`src/rtl/mockingboard_audio_conditioner.sv`:
```
// mockingboard_audio_conditioner: boxcar decimation, DC-blocking high-pass, volume and
// signed 16-bit saturation of the Mockingboard PSG sums, behind a one-deep valid/ready register.
module mockingboard_audio_conditioner #(
    parameter int DECIM_LOG2 = 4,
    parameter int DC_SHIFT   = 8,
    parameter int GAIN_SHIFT = 1
) (
    input  logic               clk_logic,
    input  logic               system_reset_n,
    input  logic               ce_i,
    input  logic               enable_i,
    input  logic [9:0]         audio_l_i,
    input  logic [9:0]         audio_r_i,
    input  logic [3:0]         vol_i,
    input  logic               dc_en_i,
    output logic signed [15:0] sample_l_o,
    output logic signed [15:0] sample_r_o,
    output logic               sample_valid_o,
    input  logic               sample_ready_i,
    output logic               overrun_o,
    input  logic               clear_overrun_i
);
    localparam int AW = 10 + DECIM_LOG2;
    localparam int DW = 10 + DC_SHIFT;

    logic [AW-1:0]         acc_l, acc_r, sum_l, sum_r;
    logic [DECIM_LOG2-1:0] cnt;
    logic [9:0]            avg_l, avg_r, dc_l, dc_r;
    logic                  avg_stb, hp_stb;
    logic [DW-1:0]         dc_acc_l, dc_acc_r;
    logic signed [10:0]    hp_l, hp_r, hpn_l, hpn_r;
    logic signed [15:0]    g_l, g_r;

    function automatic logic signed [15:0] gain(input logic signed [10:0] hp, input logic [3:0] vol);
        logic signed [31:0] hx, vx, p;
        hx = 32'(hp);
        vx = {28'b0, vol};
        p  = (hx * vx) <<< GAIN_SHIFT;
        return p > 32767 ? 16'sh7fff : p < -32768 ? 16'sh8000 : p[15:0];
    endfunction

    always_comb begin
        sum_l = acc_l + AW'(audio_l_i);
        sum_r = acc_r + AW'(audio_r_i);
        dc_l  = dc_acc_l[DW-1:DC_SHIFT];
        dc_r  = dc_acc_r[DW-1:DC_SHIFT];
        hpn_l = dc_en_i ? $signed({1'b0, avg_l}) - $signed({1'b0, dc_l}) : $signed({1'b0, avg_l});
        hpn_r = dc_en_i ? $signed({1'b0, avg_r}) - $signed({1'b0, dc_r}) : $signed({1'b0, avg_r});
        g_l   = gain(hp_l, vol_i);
        g_r   = gain(hp_r, vol_i);
    end

    always_ff @(posedge clk_logic or negedge system_reset_n) begin
        if (!system_reset_n) begin
            acc_l          <= '0;
            acc_r          <= '0;
            cnt            <= '0;
            avg_l          <= '0;
            avg_r          <= '0;
            avg_stb        <= 1'b0;
            dc_acc_l       <= '0;
            dc_acc_r       <= '0;
            hp_l           <= '0;
            hp_r           <= '0;
            hp_stb         <= 1'b0;
            sample_l_o     <= '0;
            sample_r_o     <= '0;
            sample_valid_o <= 1'b0;
            overrun_o      <= 1'b0;
        end else begin
            avg_stb <= 1'b0;
            if (!enable_i) begin
                acc_l <= '0;
                acc_r <= '0;
                cnt   <= '0;
            end else if (ce_i) begin
                if (&cnt) begin
                    avg_l   <= sum_l[AW-1:DECIM_LOG2];
                    avg_r   <= sum_r[AW-1:DECIM_LOG2];
                    acc_l   <= '0;
                    acc_r   <= '0;
                    cnt     <= '0;
                    avg_stb <= 1'b1;
                end else begin
                    acc_l <= sum_l;
                    acc_r <= sum_r;
                    cnt   <= cnt + 1'b1;
                end
            end
            hp_stb <= avg_stb;
            if (avg_stb) begin
                hp_l <= hpn_l;
                hp_r <= hpn_r;
                // dc tracks avg with a 2^DC_SHIFT time constant; avg - dc can be negative
                if (dc_en_i) begin
                    dc_acc_l <= dc_acc_l + DW'(avg_l) - DW'(dc_l);
                    dc_acc_r <= dc_acc_r + DW'(avg_r) - DW'(dc_r);
                end
            end
            if (hp_stb) begin
                sample_l_o     <= g_l;
                sample_r_o     <= g_r;
                sample_valid_o <= 1'b1;
            end else if (sample_ready_i) begin
                sample_valid_o <= 1'b0;
            end
            if (hp_stb && sample_valid_o && !sample_ready_i) overrun_o <= 1'b1;
            else if (clear_overrun_i) overrun_o <= 1'b0;
        end
    end
endmodule

```
`config.mk`:
```
export PLATFORM = sky130hd
export DESIGN_NAME = mockingboard_audio_conditioner
export DESIGN_NICKNAME = d
export VERILOG_FILES = /design/src/rtl/mockingboard_audio_conditioner.sv
export SDC_FILE = /design/constraint.sdc
export NUM_CORES = 1
export LEC_CHECK = 0
export CAP_MARGIN = 0
export CELL_PAD_IN_SITES_DETAIL_PLACEMENT = 0
export CELL_PAD_IN_SITES_GLOBAL_PLACEMENT = 1
export CORE_UTILIZATION = 38
export CTS_CLUSTER_SIZE = 20
export DETAILED_ROUTE_END_ITERATION = 6
export PLACE_DENSITY = 0.76
export SLEW_MARGIN = 40
export SYNTH_ARGS = -nofsm -noshare
export SYNTH_HDL_FRONTEND = slang
export SYNTH_SLANG_ARGS = --single-unit
```
`constraint.sdc`:
```
create_clock -name clk_logic -period 5.5 [get_ports clk_logic]
set_input_delay 1.1 -clock clk_logic [delete_from_list [all_inputs] [get_ports clk_logic]]
set_output_delay 1.1 -clock clk_logic [all_outputs]
set_load 0.01 [all_outputs]
```
==> impl_metrics.toml <==
[outcome]
status = "finished, final reports clean"

[power_and_ir_drop]
peakVddDrop_uv = 246.8
p_leak_nw = 7.279
sw_frac_of_total_pct = 33.05
power.density_nw_per_um2 = 222.3
total_power_mw = 3.425
pwr-share-comb_pct = 31.6
p_seq_share_pct = 32.7
pwr-share-clk_pct = 35.7
p_int_mw = 2.293
p_sw_mw = 1.132

[setup_path]
cp-start-kind = "primary input"
reg2reg_from = "hp_r[4]"
cp.required_ns = 5.85
critPathCaptureType = "register"
worstPathArrival_ns = 5.30
reg2reg_to = "sample_r_o[1]"
cp_max_fo = 22
worstSetupPathType = "primary input to register"
rr_worst_depth = 15
r2r_slack_ns = 1.37

[job]
drv_cap = 0

[clock_tree]
cts_tree = "done"
cts_resized = 0
clockBufferDepth = 2
clk_pin_slew_worst_paths_ns = 0.07
htree_levels = 4
cts_sinks = 146
clockRootBuffer = "clkbuf_16"
hold_buffers = 0
post_cts_buffers = 0
clk_latency_ns = 0.44
numCtsBuffers = 17

[worst_hold_path]
min_path_type = "register to register"
hold_depth = 2
min_from = "dc_acc_r[7]"
min_to = "dc_acc_r[7]"

[drt]
routed.top_layer = "met4"
dr.pass1.iters = 4
vias = 10690
ant_nets = 0
wl_um = 31070
wl_met1_um = 15310
drt-vias-per-instance = 5.195
route.met2.wl_um = 14660
drt_iter0_markers = 391
drc = 0
met3RoutedLength_um = 715
drt-wirelength-per-cell_um = 15.10

[synth]
synth_flop_cell = "dfrtp_1"
netlist_area_um2 = 13510
synth_nets = 1761
ys_types = 80
synth_top_area_share_pct = 27.05
synthArstFlopShare_pct = 100.0
yosysWarningCount = 0
yosysSeqAreaShare_pct = 27.05
synth-seq-cells = 146
synth_edf_count = 0
syn_area_per_cell_um2 = 8.868
yosysTopAreaCell = "dfrtp_1"
synthCells = 1523
synth_area_leaders = "dfrtp_1 27%, ha_1 13%, fa_1 10%, inv_1 6.3%, o21ai_0 3.8%"

[sta]
drv_slew = 0
final.setup.tns_ns = 0
fin_hold_ws_ns = 0.4799
min_period_ns = 4.947
tightest_slew_ns = 0.7892
hold_viol = 0
worst_slack_ns = 0.5534
fin_skew_ns = 0.009417
relSlewSlack_pct = 47.26
rsz0062_at_grt = "false"
setup_violations = 0
max_freq_mhz = 202.2
fin_crit_sh_pct = 89.94

[floorplanning]
die_y_um = 190.5
core_area_um2 = 34800
row_count = 68
initial_core_util_pct = 38.81
ioPinCount = 65
die_x_um = 190.5
dieArea_um2 = 36300

[cells_and_area]
final_layout_size_suffix_gt1_share_pct = 7.299
fill_cells = 3449
layout_common_cells = "227 x inv_1, 146 x dfrtp_1, 137 x ha_1"
layout_commonest_cell = "inv_1"
antenna_cells = 0
stdcell_count = 2058
post-route-util_pct = 44.28
fin_nets = 1828
finalInstanceArea_um2 = 15410
syn_to_final_growth_pct = 14.10

[global_routing]
grt_pass1_vias = 10690
antenna_found_initial = 0
grt_start_max_net_pins = 85
grt_use_total_pct = 18.24
grt_first_pass_wirelength_um = 53350
grt_overflow_total = 0

[placement]
numPortBuffers = 64
dp_hpwl_um = 23950
placed_area_um2 = 14800
placedCellCount = 2026
dpl_worst_slack_ns = 0.1201
gp_congestion = 0.8287
==> synthesized netlist by cell type, types with 19 or more instances <==
master    number
inv_1        228
dfrtp_1      146
ha_1         137
o21ai_0      103
nand2_1       98
nor2_1        89
a21oi_1       83
and2_1        73
fa_1          70
xnor2_1       47
clkbuf_1      39
nand3_1       30
a21o_1        29
xor2_1        23
nor3_1        19
==> how the worst max path moves through the flow <==
stage	startpoint	end	slack, ns	depth (start not counted)
floorplan	vol_i[2]	sample_r_o[11]	0.70	16
global placement	vol_i[2]	sample_r_o[5]	0.17	17
detailed placement	vol_i[2]	sample_r_o[1]	0.12	17
CTS	vol_i[2]	sample_r_o[1]	0.57	17
global route	vol_i[3]	sample_l_o[13]	0.32	17
finish	vol_i[2]	sample_r_o[1]	0.55	17
==> worst max-delay path, stage by stage <==
cell             delay (ns)
clkdlybuf4s50_1        0.45
buf_12                 0.17
and2_1                 0.14
ha_1                   0.31
fa_1                   0.54
inv_1                  0.05
fa_1                   0.53
inv_1                  0.04
ha_1                   0.31
nor3_1                 0.26
o21ai_1                0.13
and3b_1                0.21
or4_4                  0.50
nand3_1                0.12
nand2_1                0.09
buf_12                 0.20
o2bb2ai_1              0.14
==> layer usage <==
metal	global-route usage (%)	up-vias
li1	-	5369
met1	25.15	5163
met2	30.13	136
met3	2.392	23
met4	4.400	0
met5	0	-
==> sequential cells by signal, indices dropped and copies added (netlist names), 4 cells and up <==
register,count
hp_r,11
avg_r,10
avg_l,10
dc_acc_r,18
acc_l,14
dc_acc_l,18
sample_l_o,16
cnt,4
acc_r,14
hp_l,11
sample_r_o,16
==> power groups by stage <==
stage | logic, mW | registers, mW | clock network, mW
global route | 1.24 | 1.12 | 1.29
CTS | 1.09 | 1.12 | 1.25
finish | 1.08 | 1.12 | 1.22
floorplan | 0.803 | 1.14 | 0
detailed placement | 1.08 | 1.14 | 0
global placement | 1.07 | 1.14 | 0
==> cell type report <==
cell class | count | area, um^2 | area share, %
Inverter | 230 | 863.3 | 5.602
Clock inverter | 13 | 158.9 | 1.031
Multi-Input combinational cell | 1098 | 8780 | 56.97
Tap cell | 455 | 569.3 | 3.694
Sequential cell | 146 | 3654 | 23.71
Clock buffer | 19 | 442.9 | 2.874
Timing Repair Buffer | 97 | 942.2 | 6.114
==> kinds of logic (layout without fill, tap and decap cells) <==
kind of cell / Yosys count / count (layout) / synth area share [%]
XOR/XNOR: 71 / 71 / 4.660
buffers and inverters: 279 / 359 / 8.004
AO/OA/AOI/OAI: 391 / 391 / 20.26
flip-flops: 146 / 146 / 27.05
AND/OR/NAND/NOR: 408 / 408 / 15.30
multiplexers: 21 / 21 / 1.649
adder cells (fa/ha/maj): 207 / 207 / 23.07
Power figures use the tool's default switching activity.
